$ cat config.mk
export PLATFORM = sky130hd
export DESIGN_NAME = rs_br_slot
export DESIGN_NICKNAME = d
export VERILOG_FILES = /design/src/rtl/rs_br_slot_pkg.sv /design/src/rtl/rs_operand_snoop.sv /design/src/rtl/rs_br_slot.sv
export SDC_FILE = /design/constraint.sdc
export NUM_CORES = 1
export LEC_CHECK = 0
export ABC_AREA = 1
export BUFFER_PORTS_ARGS = -buffer_cell sky130_fd_sc_hd__buf_4
export CORE_AREA = 2 2 208 210
export DETAILED_ROUTE_END_ITERATION = 8
export DIE_AREA = 0 0 210 212
export GPL_TIMING_DRIVEN = 0
export MAX_ROUTING_LAYER = met4
export SYNTH_ARGS = -nofsm -noshare
export SYNTH_HDL_FRONTEND = slang
export SYNTH_SLANG_ARGS = --single-unit
$ cat constraint.sdc
create_clock -name clock -period 3 [get_ports clock]
set_input_delay 0.3 -clock clock [delete_from_list [all_inputs] [get_ports clock]]
set_output_delay 0.3 -clock clock [all_outputs]
set_load 0.005 [all_outputs]
$ cat src/rtl/rs_br_slot_pkg.sv
// rs_br_slot_pkg: shared widths, slot state encoding and CDB lane record for
// the branch reservation-station slot and its operand snoop sub-module.
package rs_br_slot_pkg;

  localparam int XLEN    = 32;
  localparam int TAG_W   = 5;
  localparam int NUM_CDB = 2;

  typedef enum logic [2:0] {
    SLOT_EMPTY    = 3'd0,
    SLOT_WAIT_OPS = 3'd1,
    SLOT_ISSUE    = 3'd2,
    SLOT_EXEC     = 3'd3,
    SLOT_DONE     = 3'd4
  } slot_state_e;

  typedef struct packed {
    logic             valid;
    logic [TAG_W-1:0] tag;
    logic [XLEN-1:0]  value;
  } cdb_lane_t;

endpackage

$ cat src/rtl/rs_operand_snoop.sv
// rs_operand_snoop: one source operand of the slot. Holds producer tag, value
// and ready flag, and compares the tag against every CDB lane.
// Ports:
//   clock, reset       clock / async active-low reset
//   clear              drop the operand (squash or completion)
//   load               dispatch accepted this cycle
//   snoop              slot is waiting for operands
//   disp_tag/ready/value  dispatched operand fields
//   cdb                unpacked CDB lanes (lane 0 has priority)
//   ready_nxt          next-cycle ready flag (used by the slot FSM)
//   ready, value       registered operand state
module rs_operand_snoop
  import rs_br_slot_pkg::*;
(
  input  logic             clock,
  input  logic             reset,
  input  logic             clear,
  input  logic             load,
  input  logic             snoop,
  input  logic [TAG_W-1:0] disp_tag,
  input  logic             disp_ready,
  input  logic [XLEN-1:0]  disp_value,
  input  cdb_lane_t        cdb [NUM_CDB],
  output logic             ready_nxt,
  output logic             ready,
  output logic [XLEN-1:0]  value
);

  logic [TAG_W-1:0] tag_r;
  logic             ready_r;
  logic [XLEN-1:0]  value_r;
  logic [TAG_W-1:0] cmp_tag_s;
  logic [TAG_W-1:0] tag_nxt_s;
  logic [XLEN-1:0]  value_nxt_s;
  logic             hit_s;
  logic [XLEN-1:0]  hit_value_s;

  // CDB match; scanning from the top lane down lets lane 0 win on multiple hits.
  // In the dispatch cycle the incoming tag is compared so a same-cycle broadcast is forwarded.
  always_comb begin
    cmp_tag_s   = load ? disp_tag : tag_r;
    hit_s       = 1'b0;
    hit_value_s = {XLEN{1'b0}};
    for (int i = NUM_CDB - 1; i >= 0; i--) begin
      if (cdb[i].valid && (cdb[i].tag == cmp_tag_s)) begin
        hit_s       = 1'b1;
        hit_value_s = cdb[i].value;
      end else begin
        hit_s       = hit_s;
        hit_value_s = hit_value_s;
      end
    end
  end

  // Next operand state: clear beats load beats wakeup; a ready operand ignores the CDB.
  always_comb begin
    ready_nxt   = ready_r;
    value_nxt_s = value_r;
    tag_nxt_s   = tag_r;
    if (clear) begin
      ready_nxt   = 1'b0;
      value_nxt_s = {XLEN{1'b0}};
      tag_nxt_s   = {TAG_W{1'b0}};
    end else if (load) begin
      tag_nxt_s   = disp_tag;
      ready_nxt   = disp_ready | hit_s;
      value_nxt_s = disp_ready ? disp_value : (hit_s ? hit_value_s : {XLEN{1'b0}});
    end else if (snoop && !ready_r && hit_s) begin
      ready_nxt   = 1'b1;
      value_nxt_s = hit_value_s;
    end else begin
      ready_nxt   = ready_r;
      value_nxt_s = value_r;
    end
  end

  // Operand state register.
  always_ff @(posedge clock or negedge reset) begin
    if (!reset) begin
      tag_r   <= {TAG_W{1'b0}};
      ready_r <= 1'b0;
      value_r <= {XLEN{1'b0}};
    end else begin
      tag_r   <= tag_nxt_s;
      ready_r <= ready_nxt;
      value_r <= value_nxt_s;
    end
  end

  assign ready = ready_r;
  assign value = value_r;

endmodule

$ cat src/rtl/rs_br_slot.sv
// rs_br_slot: single reservation-station slot for the branch/jump unit.
// Holds one dispatched branch, wakes its operands from the CDB, issues a
// one-cycle fu_selected pulse, captures the FU outcome and holds it on the
// cmp_* port until cmp_ready.
// Ports: clock/reset (async active-low), squash, disp_* (dispatch),
//   cdb_* (broadcast lanes, lane 0 in LSBs), busy, fu_* (issue side and FU
//   result), cmp_* (completion request / grant). All outputs are registered.
module rs_br_slot
  import rs_br_slot_pkg::*;
(
  input  logic                     clock,
  input  logic                     reset,
  input  logic                     squash,
  input  logic                     disp_valid,
  input  logic [XLEN-1:0]          disp_pc,
  input  logic [XLEN-1:0]          disp_npc,
  input  logic [31:0]              disp_inst,
  input  logic                     disp_cond_branch,
  input  logic                     disp_uncond_branch,
  input  logic                     disp_opa_is_rs1,
  input  logic [TAG_W-1:0]         disp_rob_tag,
  input  logic [TAG_W-1:0]         disp_t1,
  input  logic [TAG_W-1:0]         disp_t2,
  input  logic                     disp_r1,
  input  logic                     disp_r2,
  input  logic [XLEN-1:0]          disp_v1,
  input  logic [XLEN-1:0]          disp_v2,
  input  logic [NUM_CDB-1:0]       cdb_valid,
  input  logic [NUM_CDB*TAG_W-1:0] cdb_tag,
  input  logic [NUM_CDB*XLEN-1:0]  cdb_value,
  output logic                     busy,
  output logic                     fu_selected,
  output logic [XLEN-1:0]          fu_rs1,
  output logic [XLEN-1:0]          fu_rs2,
  output logic                     fu_value_valid,
  output logic [XLEN-1:0]          fu_pc,
  output logic [XLEN-1:0]          fu_npc,
  output logic [31:0]              fu_inst,
  input  logic                     fu_result_valid,
  input  logic                     fu_take_branch,
  input  logic [XLEN-1:0]          fu_target,
  output logic                     cmp_valid,
  output logic [TAG_W-1:0]         cmp_tag,
  output logic                     cmp_take_branch,
  output logic [XLEN-1:0]          cmp_target,
  output logic [XLEN-1:0]          cmp_link,
  input  logic                     cmp_ready
);

  slot_state_e      state_r, state_nxt_s;
  cdb_lane_t        cdb_lanes_s [NUM_CDB];
  logic             accept_s, clear_s, ops_ready_s;
  logic             r1_eff_s, r2_eff_s;
  logic             rdy1_nxt_s, rdy2_nxt_s, rdy1_s, rdy2_s;
  logic             busy_r, fu_selected_r, fu_value_valid_r;
  logic [XLEN-1:0]  pc_r, npc_r;
  logic [31:0]      inst_r;
  logic [TAG_W-1:0] rob_tag_r;
  logic             cmp_valid_r, cmp_take_r;
  logic [TAG_W-1:0] cmp_tag_r;
  logic [XLEN-1:0]  cmp_target_r, cmp_link_r;

  // Split the flat CDB buses into per-lane records.
  always_comb begin
    for (int i = 0; i < NUM_CDB; i++) begin
      cdb_lanes_s[i].valid = cdb_valid[i];
      cdb_lanes_s[i].tag   = cdb_tag[i*TAG_W +: TAG_W];
      cdb_lanes_s[i].value = cdb_value[i*XLEN +: XLEN];
    end
  end

  // Operands an instruction never reads (rs1 when the base is the PC, rs2 on
  // JAL/JALR) must not hold the slot back, so they enter as already ready.
  assign r1_eff_s    = disp_r1 | ~disp_opa_is_rs1;
  assign r2_eff_s    = disp_r2 | ~disp_cond_branch | disp_uncond_branch;
  assign accept_s    = (state_r == SLOT_EMPTY) && disp_valid;
  assign clear_s     = squash || ((state_r == SLOT_DONE) && cmp_ready);
  assign ops_ready_s = rdy1_nxt_s && rdy2_nxt_s;

  rs_operand_snoop u_op1 (
    .clock(clock), .reset(reset), .clear(clear_s), .load(accept_s),
    .snoop(state_r == SLOT_WAIT_OPS), .disp_tag(disp_t1), .disp_ready(r1_eff_s),
    .disp_value(disp_v1), .cdb(cdb_lanes_s), .ready_nxt(rdy1_nxt_s),
    .ready(rdy1_s), .value(fu_rs1)
  );

  rs_operand_snoop u_op2 (
    .clock(clock), .reset(reset), .clear(clear_s), .load(accept_s),
    .snoop(state_r == SLOT_WAIT_OPS), .disp_tag(disp_t2), .disp_ready(r2_eff_s),
    .disp_value(disp_v2), .cdb(cdb_lanes_s), .ready_nxt(rdy2_nxt_s),
    .ready(rdy2_s), .value(fu_rs2)
  );

  // Slot FSM next state; squash overrides everything. A dispatch whose operands
  // are already (or forwarded) ready goes straight to ISSUE.
  always_comb begin
    state_nxt_s = state_r;
    if (squash) begin
      state_nxt_s = SLOT_EMPTY;
    end else begin
      case (state_r)
        SLOT_EMPTY:    state_nxt_s = disp_valid ? (ops_ready_s ? SLOT_ISSUE : SLOT_WAIT_OPS)
                                                : SLOT_EMPTY;
        SLOT_WAIT_OPS: state_nxt_s = ops_ready_s ? SLOT_ISSUE : SLOT_WAIT_OPS;
        SLOT_ISSUE:    state_nxt_s = SLOT_EXEC;
        SLOT_EXEC:     state_nxt_s = fu_result_valid ? SLOT_DONE : SLOT_EXEC;
        SLOT_DONE:     state_nxt_s = cmp_ready ? SLOT_EMPTY : SLOT_DONE;
        default:       state_nxt_s = SLOT_EMPTY;
      endcase
    end
  end

  // State register plus status flags decoded from the next state.
  always_ff @(posedge clock or negedge reset) begin
    if (!reset) begin
      state_r          <= SLOT_EMPTY;
      busy_r           <= 1'b0;
      fu_selected_r    <= 1'b0;
      fu_value_valid_r <= 1'b0;
    end else begin
      state_r          <= state_nxt_s;
      busy_r           <= (state_nxt_s != SLOT_EMPTY);
      fu_selected_r    <= (state_nxt_s == SLOT_ISSUE);
      fu_value_valid_r <= (state_nxt_s == SLOT_ISSUE) || (state_nxt_s == SLOT_EXEC);
    end
  end

  // Instruction fields captured on dispatch; zeroed when the slot empties.
  always_ff @(posedge clock or negedge reset) begin
    if (!reset) begin
      pc_r      <= {XLEN{1'b0}};
      npc_r     <= {XLEN{1'b0}};
      inst_r    <= 32'd0;
      rob_tag_r <= {TAG_W{1'b0}};
    end else if (clear_s) begin
      pc_r      <= {XLEN{1'b0}};
      npc_r     <= {XLEN{1'b0}};
      inst_r    <= 32'd0;
      rob_tag_r <= {TAG_W{1'b0}};
    end else if (accept_s) begin
      pc_r      <= disp_pc;
      npc_r     <= disp_npc;
      inst_r    <= disp_inst;
      rob_tag_r <= disp_rob_tag;
    end else begin
      pc_r      <= pc_r;
      npc_r     <= npc_r;
      inst_r    <= inst_r;
      rob_tag_r <= rob_tag_r;
    end
  end

  // Completion record: loaded from the FU only in EXEC, held until granted.
  always_ff @(posedge clock or negedge reset) begin
    if (!reset) begin
      cmp_valid_r  <= 1'b0;
      cmp_take_r   <= 1'b0;
      cmp_tag_r    <= {TAG_W{1'b0}};
      cmp_target_r <= {XLEN{1'b0}};
      cmp_link_r   <= {XLEN{1'b0}};
    end else if (clear_s) begin
      cmp_valid_r  <= 1'b0;
      cmp_take_r   <= 1'b0;
      cmp_tag_r    <= {TAG_W{1'b0}};
      cmp_target_r <= {XLEN{1'b0}};
      cmp_link_r   <= {XLEN{1'b0}};
    end else if ((state_r == SLOT_EXEC) && fu_result_valid) begin
      cmp_valid_r  <= 1'b1;
      cmp_take_r   <= fu_take_branch;
      cmp_tag_r    <= rob_tag_r;
      cmp_target_r <= fu_target;
      cmp_link_r   <= npc_r;
    end else begin
      cmp_valid_r  <= cmp_valid_r;
      cmp_take_r   <= cmp_take_r;
      cmp_tag_r    <= cmp_tag_r;
      cmp_target_r <= cmp_target_r;
      cmp_link_r   <= cmp_link_r;
    end
  end

  assign busy            = busy_r;
  assign fu_selected     = fu_selected_r;
  assign fu_value_valid  = fu_value_valid_r;
  assign fu_pc           = pc_r;
  assign fu_npc          = npc_r;
  assign fu_inst         = inst_r;
  assign cmp_valid       = cmp_valid_r;
  assign cmp_tag         = cmp_tag_r;
  assign cmp_take_branch = cmp_take_r;
  assign cmp_target      = cmp_target_r;
  assign cmp_link        = cmp_link_r;

  // Operand ready flags feed only the FSM through ready_nxt; the registered
  // copies are kept visible for debug and folded here to keep them live.
  logic ops_ready_r_s;
  assign ops_ready_r_s = rdy1_s & rdy2_s;
  logic unused_s;
  assign unused_s = ops_ready_r_s;

endmodule

; ---- Word-level counts from Yosys, hierarchy flattened
; Index checks and enable logic that the tools add are counted.
[word_totals]
reg_bits = 254
in_bits = 295
out_inout_bits = 234
[op_classes]
n_eq_ne = 10
n_mux = 52
bitwise_logic = 7
reduce_logical = 22
[ops]
columns = op, n
row1 = $mux W32, 24
row2 = $mux W5, 8
row3 = $eq A5 B5 Y1, 4
row4 = $pmux W3 S5, 1
row5 = $mux W1, 14
row6 = $eq A3 B2 Y1 const B, 4
row7 = $logic_and A1 B1 Y1, 12
row8 = $mux W3, 4
row9 = $reduce_bool A3 Y1, 3
row10 = $or A1 B1 Y1, 5
row11 = $reduce_bool A2 Y1, 2
row12 = $eq A3 B1 Y1 const B, 1
row13 = $eq A3 B3 Y1 const B, 1
row14 = $logic_not A3 Y1, 1
row15 = $logic_not A1 Y1, 2
row16 = $logic_or A1 B1 Y1, 2
row17 = $mux W2, 1
row18 = $not A1 Y1, 2

; ---- Longest topological paths before layout
[depth]
ltp_word = 18
mapped_depth = 19
ltp_nobuf = 17

; ---- Cells and area by module
; Synthesis repeated with hierarchy kept, for this count alone.
[unflattened]
hier_cells = 1805
area_unflattened_um2 = 12986.2
[by_module_without_submodules]
columns = module, n_inst, cells_per_inst, area_each_um2
row1 = rs_br_slot, 1, 787, 7053.0
row2 = rs_operand_snoop, 2, 509, 2966.6

; ---- Worst setup path after synthesis
; Ideal clock, no wire load.
[synth_timing]
path_type = register -> register
from = reg state_r[2]
to = reg u_op2.value_r[22], in the netlist u_op2.value[22]
setup_time_ns = 0.121
arrival_ns = 1.906
required_time_ns = 2.879
setup_slack_ns = 0.973
path_stages_with_launch = 15
n_path_buf = 3
path_cell_list = dfrtp_1 -> nor2_4 -> buf_6 -> buf_8 -> nand3_2 -> nand3_1 -> nand2_1 -> nor2_1 -> nand3_2 -> nand2_1 -> nand2_1 -> nand2_2 -> inv_4 -> buf_6 -> a22o_1
[synth_via]
elab_chain_len = 11
word_cells_on_any_way = 23
[synth_rtl]
columns = item, line
row1 = start: declaration, rs_br_slot.sv:50  ; slot_state_e state_r, state_nxt_s;
row2 = start signal: assignment, rs_br_slot.sv:121  ; state_r <= state_nxt_s;
row3 = $logic_not A3 Y1, rs_br_slot.sv:76  ; assign accept_s = (state_r == SLOT_EMPTY) && disp_valid;
row4 = $logic_and A1 B1 Y1, rs_br_slot.sv:76
row5 = $mux W5, -
row6 = $eq A5 B5 Y1, rs_operand_snoop.sv:45  ; if (cdb[i].valid && (cdb[i].tag == cmp_tag_s)) begin
row7 = $logic_and A1 B1 Y1, rs_operand_snoop.sv:45
row8 = $mux W32 / $mux W1 (equally long branches) (2 in a row), rs_operand_snoop.sv:45
row9 = $mux W32 (2 in a row), rs_operand_snoop.sv:67  ; value_nxt_s = disp_ready ? disp_value : (hit_s ? hit_value_s : {XLEN{1'b0}});
row10 = $mux W32, rs_operand_snoop.sv:64  ; end else if (load) begin
row11 = $mux W32, rs_operand_snoop.sv:60  ; if (clear) begin
row12 = end signal: assignment, rs_operand_snoop.sv:82  ; value_r <= {XLEN{1'b0}};
row13 = end signal: assignment, rs_operand_snoop.sv:86  ; value_r <= value_nxt_s;
row14 = end: declaration, rs_operand_snoop.sv:31  ; logic [XLEN-1:0] value_r;
; Parallel ways exist; a longest one is shown, timed or not. The select of a mux whose other input is x is not followed.
; A chain may end at the register's enable or synchronous reset.

; ---- Worst setup path after layout
[layout_timing]
from = reg state_r[0]
to = reg u_op1.value_r[3], in the netlist u_op1.value[3]
[layout_via]
elab_chain_len = 11
word_cells_on_any_way = 23
[layout_rtl]
columns = item, line
row1 = $logic_not A3 Y1, rs_br_slot.sv:76
row2 = $logic_and A1 B1 Y1, rs_br_slot.sv:76
row3 = $mux W5, -
row4 = $eq A5 B5 Y1, rs_operand_snoop.sv:45
row5 = $logic_and A1 B1 Y1, rs_operand_snoop.sv:45
row6 = $mux W32 / $mux W1 (equally long branches) (2 in a row), rs_operand_snoop.sv:45
row7 = $mux W32 (2 in a row), rs_operand_snoop.sv:67
row8 = $mux W32, rs_operand_snoop.sv:64
row9 = $mux W32, rs_operand_snoop.sv:60
row10 = end signal: assignment, rs_operand_snoop.sv:82
row11 = end signal: assignment, rs_operand_snoop.sv:86
row12 = end: declaration, rs_operand_snoop.sv:31
; Parallel ways exist; a longest one is shown, timed or not. The select of a mux whose other input is x is not followed.

==> flow_summary.json <==
{
  "synthArstFlopShare_pct": 100,
  "htree_levels": 1,
  "drt-total-wl_um": 51300,
  "clk_latency_ns": 0.59,
  "timing.rr.start": "state_r[0]",
  "drive_gt1_share_pct": 29.1,
  "crit_path_max_incr_delay_ns": 0.74,
  "synth_edf_count": 0,
  "regToRegEndpoint": "u_op1.value[3]",
  "netlist_area_sq_um": 12100,
  "clkPwrFrac_pct": 38.7,
  "clockBufferDepth": 3,
  "gr-total-overflow": 0,
  "synthCells": 1450,
  "min_path_cells": 3,
  "crit_path_max_fanout": 10,
  "post-route-period-util_pct": 92.8,
  "r2r_slack_ns": 0.22,
  "reg2reg_depth": 8,
  "yosys.area.top_type_share_pct": 52.7,
  "clockRootBuffer": "clkbuf_16",
  "ys_warn_count": 0,
  "setup_violations": 0,
  "cp.arrival_ns": 3.22,
  "final_nets": 2444,
  "synthesis.nets": 1745,
  "ys_ff_latch": 254,
  "cts.sinks": 254,
  "ys_top_cells_by_area": "dfrtp_1 (53%), nand3_1 (9.2%), nand2_1 (9.0%)",
  "grt_pass1_vias": 13600,
  "worst_pin_slew_ns": 0.934,
  "grt.met1_usage_pct": 27.7,
  "grt_pass1_wl_um": 77300,
  "drt_iter0_drc": 901,
  "max_clock_freq_mhz": 359,
  "placed_cell_area_sq_um": 16800,
  "detail_route.wl_per_cell_um": 18.9,
  "cts_setup_buffers": 0,
  "period_minus_slack_ns": 2.78,
  "path_buf_inv": 2,
  "worstHoldEndpoint": "fu_npc[6]",
  "finalCoreUtilization_pct": 45.0,
  "hold_class": "primary input to register",
  "crit_top_cell": "nor2_1",
  "critical_path_class": "register to register",
  "via_count": 13400,
  "core_sq_um": 42500,
  "antenna_found_initial": 1,
  "drtPass1Iterations": 6,
  "area_growth_pct": 58.7,
  "place_congestion": 0.940,
  "avgSynthCellArea_sq_um": 8.32,
  "yosys.area.top_type": "dfrtp_1",
  "finalHoldViolCount": 0,
  "max_cap_viol_count": 0,
  "die_area_sq_um": 44500,
  "synthFlopType": "dfrtp_1",
  "cts_buffers": 30,
  "ir_worst_vdd_mv": 0.445,
  "port_buffers": 528,
  "netSwitchingFraction_pct": 28.6,
  "clkSlewWorstSetupHoldPaths_ns": 0.06,
  "pin_count": 529,
  "holdCritStartpoint": "disp_npc[6]",
  "p_leak_nw": 9.67,
  "die_h_um": 212,
  "path_delay_family": "simple AND/OR/NAND/NOR gates",
  "comb_power_share_pct": 21.0,
  "startpoint_type": "register",
  "grt-busiest-layer": "met2",
  "grt_use_met3_pct": 4.33,
  "total_power_mw": 9.49,
  "ys_seq_area_share_pct": 52.7,
  "crit_path_cell_trace": "nor2_4 > nand2_4 > buf_2 > nor2_1 > clkbuf_1 > nor2_1 > a22oi_1 > o21ai_0",
  "max-slew-margin-rel_pct": 37.5,
  "p_int_mw": 6.77,
  "cp_slowest_cell": "nor2_1",
  "avgViaCountPerCell": 4.94,
  "power.density_nw_per_um2": 496,
  "drc_errors": 0,
  "ant_nets": 0,
  "final_design_area_no_fill_sq_um": 19100,
  "die_x_um": 210,
  "ys_types": 32,
  "initial_core_util_pct": 28.4,
  "grt_usage_pct": 22.8,
  "place_hpwl_um": 38200,
  "fin_skew_ns": 0.0223,
  "rows": 76,
  "required_ns": 3.44,
  "p_sw_mw": 2.71,
  "grt_max_degree": 116,
  "met2_usage_pct": 38.3,
  "slew_violations": 0,
  "cts_tree": "built",
  "rsz0062_at_grt": "false",
  "status": "completed",
  "seqPwrFrac_pct": 40.3,
  "endpoint_kind": "register"
}
-- cells in the final DEF (no fill, tap or decap), types with 32 or more instances in the layout --
cell type	count
inv_1	112
a21oi_1	75
o21ai_0	148
buf_4	528
nand3_1	221
nand2_1	290
nor2_1	90
dlygate4sd3_1	137
dfrtp_1	254
a22oi_1	32
clkbuf_1	78
-- state kept, by name, summed over array words and instances, names as in the netlist, 3 cells and up --
| signal | count |
|---|---|
| cmp_link | 32 |
| cmp_tag | 5 |
| cmp_target | 32 |
| fu_inst | 32 |
| fu_npc | 32 |
| fu_pc | 32 |
| rob_tag_r | 5 |
| state_r | 3 |
| u_op1.tag_r | 5 |
| u_op1.value | 32 |
| u_op2.tag_r | 5 |
| u_op2.value | 32 |
-- layer usage --
layer | share of wire, % | vias up
met4 | 3.0 | 0
met1 | 41 | 6462
met2 | 49 | 593
met3 | 6.9 | 84
li1 | - | 6280
met5 | 0 | -
-- synthesized netlist by cell type, types with 3 or more instances --
| library cell | instances |
|---|---|
| nand2_1 | 290 |
| dfrtp_1 | 254 |
| nand3_1 | 221 |
| o21ai_0 | 148 |
| inv_1 | 112 |
| nor2_1 | 90 |
| clkbuf_1 | 77 |
| a21oi_1 | 75 |
| a22oi_1 | 32 |
| a22o_1 | 31 |
| o211ai_1 | 31 |
| o21ai_1 | 23 |
| buf_2 | 13 |
| buf_1 | 9 |
| buf_6 | 8 |
| nand3_2 | 8 |
| nand2_2 | 6 |
| nor2_4 | 3 |
| nor3_1 | 3 |
-- how the worst max path moves through the flow --
| stage | start | endpoint | slack (ns) | cells past startpoint |
|---|---|---|---|---|
| global route | state_r[0] | u_op1.value[10] | 0.04 | 14 |
| finish | state_r[0] | u_op1.value[3] | 0.22 | 8 |
| CTS | state_r[0] | fu_npc[9] | 0.22 | 8 |
| floorplan | state_r[2] | u_op2.value[22] | 0.97 | 14 |
| detailed placement | disp_valid | fu_npc[9] | 0.21 | 10 |
| global placement | reset | cmp_target[16] | -0.65 | 1 |
-- final cells by class --
cell class	count	area, sq um
Fill cell	4103	23400
Sequential cell	254	6360
Timing Repair Buffer	667	5400
Multi-Input combinational cell	971	4760
Clock buffer	43	900
Tap cell	546	683
Buffer	110	508
Inverter	115	434
Clock inverter	8	93.8
Antenna cell	1	2.50
-- cell families (layout without fill, tap and decap cells) --
kind of cell / count (synthesis) / count (layout) / share of synthesized area [%]
and+or+nand+nor: 629 / 629 / 23.0
AOI/OAI and AO/OA: 342 / 342 / 16.5
DFF: 254 / 254 / 52.7
other: 0 / 1 / 0
buffers and inverters: 225 / 943 / 7.79
-- worst reg2reg max path, stage by stage (launching register included) --
cell and delay [ns]:
dfrtp_1 0.43, nor2_4 0.17, nand2_4 0.10, buf_2 0.23, nor2_1 0.74, clkbuf_1 0.53, nor2_1 0.11, a22oi_1 0.21
o21ai_0 0.11
-- timing repair --
item / CTS / global route
hold endpoints to repair: 178 / 0
endpoints found under the setup margin: 0 / 2
resized for setup: 0 / 4
hold buffers: 137 / 0
-- power groups by stage --
stage / combinational (mW) / clock (mW) / sequential (mW)
finish: 1.99 / 3.67 / 3.82
global route: 2.18 / 3.88 / 3.85
CTS: 1.99 / 3.75 / 3.82
detailed placement: 1.84 / 0 / 3.88
global placement: 1.82 / 0 / 3.87
floorplan: 0.738 / 0 / 3.87
-- through the flow --
stage	TNS, ns	cells	setup slack (ns)	hold WS (ns)
3_3_place_gp	-152.15	2524	-0.647	0.489
4_1_cts	0	2714	0.215	0.00236
6_report	0	2715	0.216	0.0219
3_5_place_dp	0	2526	0.206	0.207
2_1_floorplan	0	1450	0.973	0.00441
5_1_grt	0	2715	0.0386	0.0169
No activity file was read; power rests on OpenSTA's default activity.
